==> src/rtl/mac_div_pkg.sv <==
// rtl/mac_div_pkg.sv - shared constants and types for the MAC accumulator divider
// Purpose : state encoding, default widths and the divide-by-zero quotient value
//           used by mac_acc_divider and mac_div_step.
// Ports   : none (package)
package mac_div_pkg;

  localparam int DW_DEF = 8;  // dividend / quotient width (accumulator width)
  localparam int VW_DEF = 4;  // divisor / remainder width (multiplier operand width)

  typedef enum logic [1:0] {
    S_IDLE = 2'd0,
    S_BUSY = 2'd1,
    S_DONE = 2'd2
  } state_t;

  // Quotient reported for a zero divisor
  localparam logic [DW_DEF-1:0] DIV_ZERO_Q = '1;

endpackage

==> src/rtl/mac_div_step.sv <==
// rtl/mac_div_step.sv - one combinational restoring-division step
// Purpose : shifts the next dividend bit into the partial remainder and
//           conditionally subtracts the divisor, yielding one quotient bit.
// Ports   : rem_in  [VW-1:0] in   partial remainder from the previous step
//           bit_in           in   next dividend bit (MSB first)
//           divisor [VW-1:0] in   divisor
//           rem_out [VW-1:0] out  partial remainder after this step
//           q_bit            out  quotient bit produced by this step
module mac_div_step #(
  parameter int VW = 4
) (
  input  logic [VW-1:0] rem_in,
  input  logic          bit_in,
  input  logic [VW-1:0] divisor,
  output logic [VW-1:0] rem_out,
  output logic          q_bit
);

  logic [VW:0]   r_ext;
  logic [VW-1:0] r_sub;

  always_comb begin
    r_ext = {rem_in, bit_in};
    // A set top bit means r_ext already exceeds any VW-bit divisor.
    q_bit = r_ext[VW] | (r_ext[VW-1:0] >= divisor);
    // rem_in < divisor, so r_ext - divisor < divisor: the low VW bits of the
    // modular difference are the exact result.
    r_sub = r_ext[VW-1:0] - divisor;
    rem_out = q_bit ? r_sub : r_ext[VW-1:0];
  end

endmodule

==> src/rtl/mac_acc_divider.sv <==
// rtl/mac_acc_divider.sv - sequential restoring divider for the MAC accumulator
// Purpose : divides the DW-bit accumulator value by a VW-bit operand, one
//           quotient bit per clock, with valid/ready handshakes on both sides.
//           Optional macro DIV_ZERO_FAST_EN: a zero divisor goes straight
//           from IDLE to DONE instead of running the full BUSY sequence.
// Ports   : clk                 in   clock, rising edge
//           rst_n               in   synchronous reset, active-low
//           in_valid / in_ready in/out  operand handshake
//           dividend  [DW-1:0]  in   unsigned numerator
//           divisor   [VW-1:0]  in   unsigned denominator
//           out_valid/out_ready out/in  result handshake
//           quotient  [DW-1:0]  out  floor(dividend/divisor), all ones on /0
//           remainder [VW-1:0]  out  dividend mod divisor, 0 on /0
//           div_zero            out  divisor was zero for this result
module mac_acc_divider
  import mac_div_pkg::*;
#(
  parameter int DW = DW_DEF,
  parameter int VW = VW_DEF
) (
  input  logic          clk,
  input  logic          rst_n,
  input  logic          in_valid,
  output logic          in_ready,
  input  logic [DW-1:0] dividend,
  input  logic [VW-1:0] divisor,
  output logic          out_valid,
  input  logic          out_ready,
  output logic [DW-1:0] quotient,
  output logic [VW-1:0] remainder,
  output logic          div_zero
);

  localparam int CW = (DW > 1) ? $clog2(DW) : 1;
  localparam logic [DW-1:0] ZERO_Q = {DW{DIV_ZERO_Q[0]}};

  state_t        state_q, state_d;
  // q_q holds the not-yet-consumed dividend bits at the top and the quotient
  // bits shifting in at the bottom; after DW steps it is the quotient.
  logic [DW-1:0] q_q, q_d;
  logic [VW-1:0] rem_q, rem_d;
  logic [VW-1:0] dvs_q, dvs_d;
  logic [CW-1:0] cnt_q, cnt_d;
  logic          dz_q, dz_d;

  logic [VW-1:0] step_rem;
  logic          step_q_bit;
  logic          last_step;

  assign last_step = (cnt_q == CW'(DW - 1));

  mac_div_step #(.VW(VW)) u_step (
    .rem_in  (rem_q),
    .bit_in  (q_q[DW-1]),
    .divisor (dvs_q),
    .rem_out (step_rem),
    .q_bit   (step_q_bit)
  );

  // State register
  always_ff @(posedge clk) begin
    if (!rst_n) begin
      state_q <= S_IDLE;
    end else begin
      state_q <= state_d;
    end
  end

  // Next-state logic
  always_comb begin
    state_d = state_q;
    case (state_q)
      S_IDLE: begin
        if (in_valid) begin
`ifdef DIV_ZERO_FAST_EN
          state_d = (divisor == '0) ? S_DONE : S_BUSY;
`else
          state_d = S_BUSY;
`endif
        end
      end
      S_BUSY:  if (last_step) state_d = S_DONE;
      S_DONE:  if (out_ready) state_d = S_IDLE;
      default: state_d = S_IDLE;
    endcase
  end

  // Outputs
  always_comb begin
    in_ready  = (state_q == S_IDLE);
    out_valid = (state_q == S_DONE);
    quotient  = q_q;
    remainder = rem_q;
    div_zero  = dz_q;
  end

  // Datapath next values
  always_comb begin
    q_d   = q_q;
    rem_d = rem_q;
    dvs_d = dvs_q;
    cnt_d = cnt_q;
    dz_d  = dz_q;
    case (state_q)
      S_IDLE: begin
        if (in_valid) begin
          q_d   = dividend;
          rem_d = '0;
          dvs_d = divisor;
          cnt_d = '0;
          dz_d  = (divisor == '0);
`ifdef DIV_ZERO_FAST_EN
          if (divisor == '0) q_d = ZERO_Q;
`endif
        end
      end
      S_BUSY: begin
        cnt_d = cnt_q + 1'b1;
        if (dz_q) begin
          // Keep the remainder pinned at zero so the /0 result is clean.
          q_d   = last_step ? ZERO_Q : {q_q[DW-2:0], 1'b1};
          rem_d = '0;
        end else begin
          q_d   = {q_q[DW-2:0], step_q_bit};
          rem_d = step_rem;
        end
      end
      default: ;
    endcase
  end

  // Datapath registers
  always_ff @(posedge clk) begin
    if (!rst_n) begin
      q_q   <= '0;
      rem_q <= '0;
      dvs_q <= '0;
      cnt_q <= '0;
      dz_q  <= 1'b0;
    end else begin
      q_q   <= q_d;
      rem_q <= rem_d;
      dvs_q <= dvs_d;
      cnt_q <= cnt_d;
      dz_q  <= dz_d;
    end
  end

endmodule

==> config.mk <==
export PLATFORM = sky130hd
export DESIGN_NAME = mac_acc_divider
export DESIGN_NICKNAME = d
export VERILOG_FILES = /design/src/rtl/mac_div_pkg.sv /design/src/rtl/mac_div_step.sv /design/src/rtl/mac_acc_divider.sv
export SDC_FILE = /design/constraint.sdc
export NUM_CORES = 1
export LEC_CHECK = 0
export CAP_MARGIN = 20
export CORE_MARGIN = 5
export CORE_UTILIZATION = 50
export CTS_BUF_LIST = sky130_fd_sc_hd__clkbuf_4 sky130_fd_sc_hd__clkbuf_8
export DETAILED_ROUTE_END_ITERATION = 7
export GPL_TIMING_DRIVEN = 0
export PLACE_DENSITY_LB_ADDON = 0.3
export SKIP_LAST_GASP = 1
export SYNTH_ARGS = -nofsm -noshare
export SYNTH_HDL_FRONTEND = slang
export SYNTH_HIERARCHICAL = 1
export SYNTH_SLANG_ARGS = --single-unit
==> constraint.sdc <==
create_clock -name clk -period 4.72 [get_ports clk]
set_input_delay 0.944 -clock clk [delete_from_list [all_inputs] [get_ports clk]]
set_output_delay 0.944 -clock clk [all_outputs]
set_load 0.01 [all_outputs]
==> flow_summary.toml, run 1 <==
[sta]
fin_crit_sh_pct = 54.6
fmax_mhz = 388
final_hold_viol_count = 0
relSlewSlack_pct = 66.1
drv_slew = 0
finalSetupViolations = 0
worstMarginPinSlew_ns = 0.508
skew_ns = 0.00999
period_needed_ns = 2.58
rsz0062_at_grt = "false"
fin_tns_setup_ns = 0

[placement]
io_buffer_count = 30
dpl_cell_area_sq_mm = 0.00154
routabilityCongestion = 0.747
place_hpwl_microns = 2210

[power]
vdd_drop_max_uv = 191
p_leak_nw = 0.606
power_density_mw_per_mm2 = 275
p_seq_share_pct = 47.8
pwr-share-comb_pct = 29.0
p_int_uw = 313
pwr-share-clk_pct = 23.1
switching_power_uw = 121
swShare_pct = 27.9

[layout]
fin_area_sq_mm = 0.00158
fin_nets = 189
drive_above_1_share_pct = 10.3
area_growth_pct = 30.8
antenna_cells = 0
layout.cells.most_common = "clkdlybuf4s50_1"
mostFrequentLayoutCells = "30 x clkdlybuf4s50_1, 22 x dfxtp_1, 15 x nor2b_1, 9 x a21oi_1"

[floorplanning]
initial_utilization_pct = 53.6
rows = 17
dieArea_sq_mm = 0.00350
die_x_microns = 59.1
core_area_sq_mm = 0.00225
die_h_microns = 59.1
ioPinCount = 31

[global_routing]
grt_usage_pct = 17.1
grt_max_degree = 13
globalRouteOverflowTotal = 0
antenna_found_initial = 0
grt_pass1_wl_microns = 4550
grt_pass1_vias = 1065

[route]
antenna_left = 0
dr.pass1.iters = 4
drtIter0Drc = 25
drt_wl_total_microns = 2810
wire_per_inst_microns = 14.6
vias = 1092
avgViaCountPerCell = 5.66
drc = 0

[worst_setup_path]
cp_max_fo = 10
setup.worst_path.start_class = "flop"
required_ns = 3.78
endpoint_kind = "primary output"
arrival_ns = 1.63
critPathKind = "reg -> out"

[synthesis]
synth_warnings = 6
yosysTopAreaCellShare_pct = 36.5
async_reset_ff_share_pct = 0
synth_top_area_cell = "dfxtp_1"
synth_cell_types = 34
synth-seq-area-share_pct = 36.5
synthesis.area_sq_mm = 0.00121
syn-num-nets = 154
synth_edf_count = 0
ys_ff_latch = 22
synth_cells = 131
synthFlopType = "dfxtp_1"
syn_avg_cell_area_sq_um = 9.22
synth_area_leaders = "dfxtp_1 36%, nor2b_1 7.8%, mux2i_1 6.6%"

[status]
status = "completed"

[clock_tree]
cts_sinks = 22
clk_latency_ns = 0.30
ctsResizeCount = 0
clk_pin_slew_ns = 0.12
cts_tree = "built"
hold_buffers = 0
postCtsSetupBuffers = 0
htreeDepth = 1
clockRootBuffer = "clkbuf_4"
cts_made_buffers = 3
clock_path_buffers = 2

[flow_run]
cap_violations = 0

[hold_path]
min_path_type = "reg -> reg"
cells by family (layout without fill, tap and decap cells):
| group | count (synthesis) | count (layout) | synth area share (%) |
|---|---|---|---|
| simple gates | 42 | 42 | 20.7 |
| compound gates | 31 | 31 | 19.1 |
| flops | 22 | 22 | 36.5 |
| buf+inv | 18 | 52 | 6.32 |
| mux | 10 | 10 | 8.81 |
| fa+ha+maj | 7 | 7 | 7.88 |
| xor+xnor | 1 | 1 | 0.726 |
area by class of cell:
class / instances / area [sq um]
Inverter: 9 / 33.8
Tap cell: 28 / 35.0
Sequential cell: 22 / 440
Timing Repair Buffer: 30 / 300
Multi-Input combinational cell: 91 / 691
Fill cell: 193 / 676
Buffer: 9 / 42.5
Clock buffer: 4 / 36.3
power by group through the flow:
stage	Combinational [mW]	Clock (mW)	Sequential (mW)
after global routing	0.137	0.114	0.210
final	0.126	0.101	0.208
after CTS	0.126	0.105	0.208
after detailed placement	0.126	0	0.212
after floorplan	0.0737	0	0.215
after global placement	0.120	0	0.212
critical path: stages (launching register included):
cell and delay (ns):
dfxtp_1 0.32, buf_2 0.17, buf_2 0.20, nor2_1 0.10, clkdlybuf4s50_1 0.54
worst paths after layout:
kind	from	cells after the start	slack, ns	to
setup reg to reg	quotient[7]	9	2.52	remainder[1]
setup / recovery	state_q[0]	4	2.14	in_ready
hold / removal	quotient[1]	2	0.50	quotient[1]
hold reg to reg	quotient[1]	2	0.50	quotient[1]
stage by stage:
stage                     std cells  hold slack, ns  power [mW]  util [%]  worst slack [ns]
after floorplan                 131           0.483       0.289         -              2.76
after global placement          189           0.472       0.332      68.4              2.34
after detailed placement        189           0.481       0.338      68.4              2.30
after CTS                       193           0.498       0.439      70.0              2.13
after global routing            193           0.523       0.461      70.0              2.03
final                           193           0.497       0.435      70.0              2.14
layer usage:
| metal | wire [microns] | GRT usage (%) | up-vias | share of wire (%) |
|---|---|---|---|---|
| met5 | 0 | 0 | - | 0 |
| met2 | 1420 | 28.7 | 27 | 50 |
| met4 | 64 | 9.06 | 0 | 2.3 |
| met1 | 1210 | 20.5 | 521 | 43 |
| met3 | 120 | 3.05 | 6 | 4.3 |
| li1 | - | - | 538 | - |
cells in the mapped netlist (all sizes together), types with 2 or more instances:
cell type  instances
mux2i              8
nor3               7
a22oi              8
buf                6
o31ai              8
clkbuf             3
nand3              7
nor2               4
ha                 6
nor2b             15
nand2b             2
a21oi              9
inv                9
dfxtp             22
mux2               2
nor3b              2
sequential cells by signal, summed over array words and instances, names as in the netlist:
| signal | count |
|---|---|
| quotient | 8 |
| dvs_q | 4 |
| remainder | 4 |
| cnt_q | 3 |
| state_q | 2 |
| div_zero | 1 |
Power figures use the tool's default switching activity.
==> run 2, diff against run 1 <==
==> constraint.sdc (replaced) <==
create_clock -name clk -period 2.4 [get_ports clk]
set_input_delay 0.48 -clock clk [delete_from_list [all_inputs] [get_ports clk]]
set_output_delay 0.48 -clock clk [all_outputs]
set_load 0.01 [all_outputs]
==> results of run 2 <==
Same layout as run 1 (identical final DEF). Status: completed.
Among the figures that moved: setup slack after placement 2.30 ns -> 0.238 ns; setup slack after layout 2.14 ns -> 0.203 ns; start point of the critical path state_q[0] -> quotient[7]; end point of the critical path in_ready -> remainder[1]; register-to-register setup slack 2.52 ns -> 0.20 ns; total power 0.435 mW -> 0.855 mW; worst IR drop on VDD 191 uV -> 376 uV
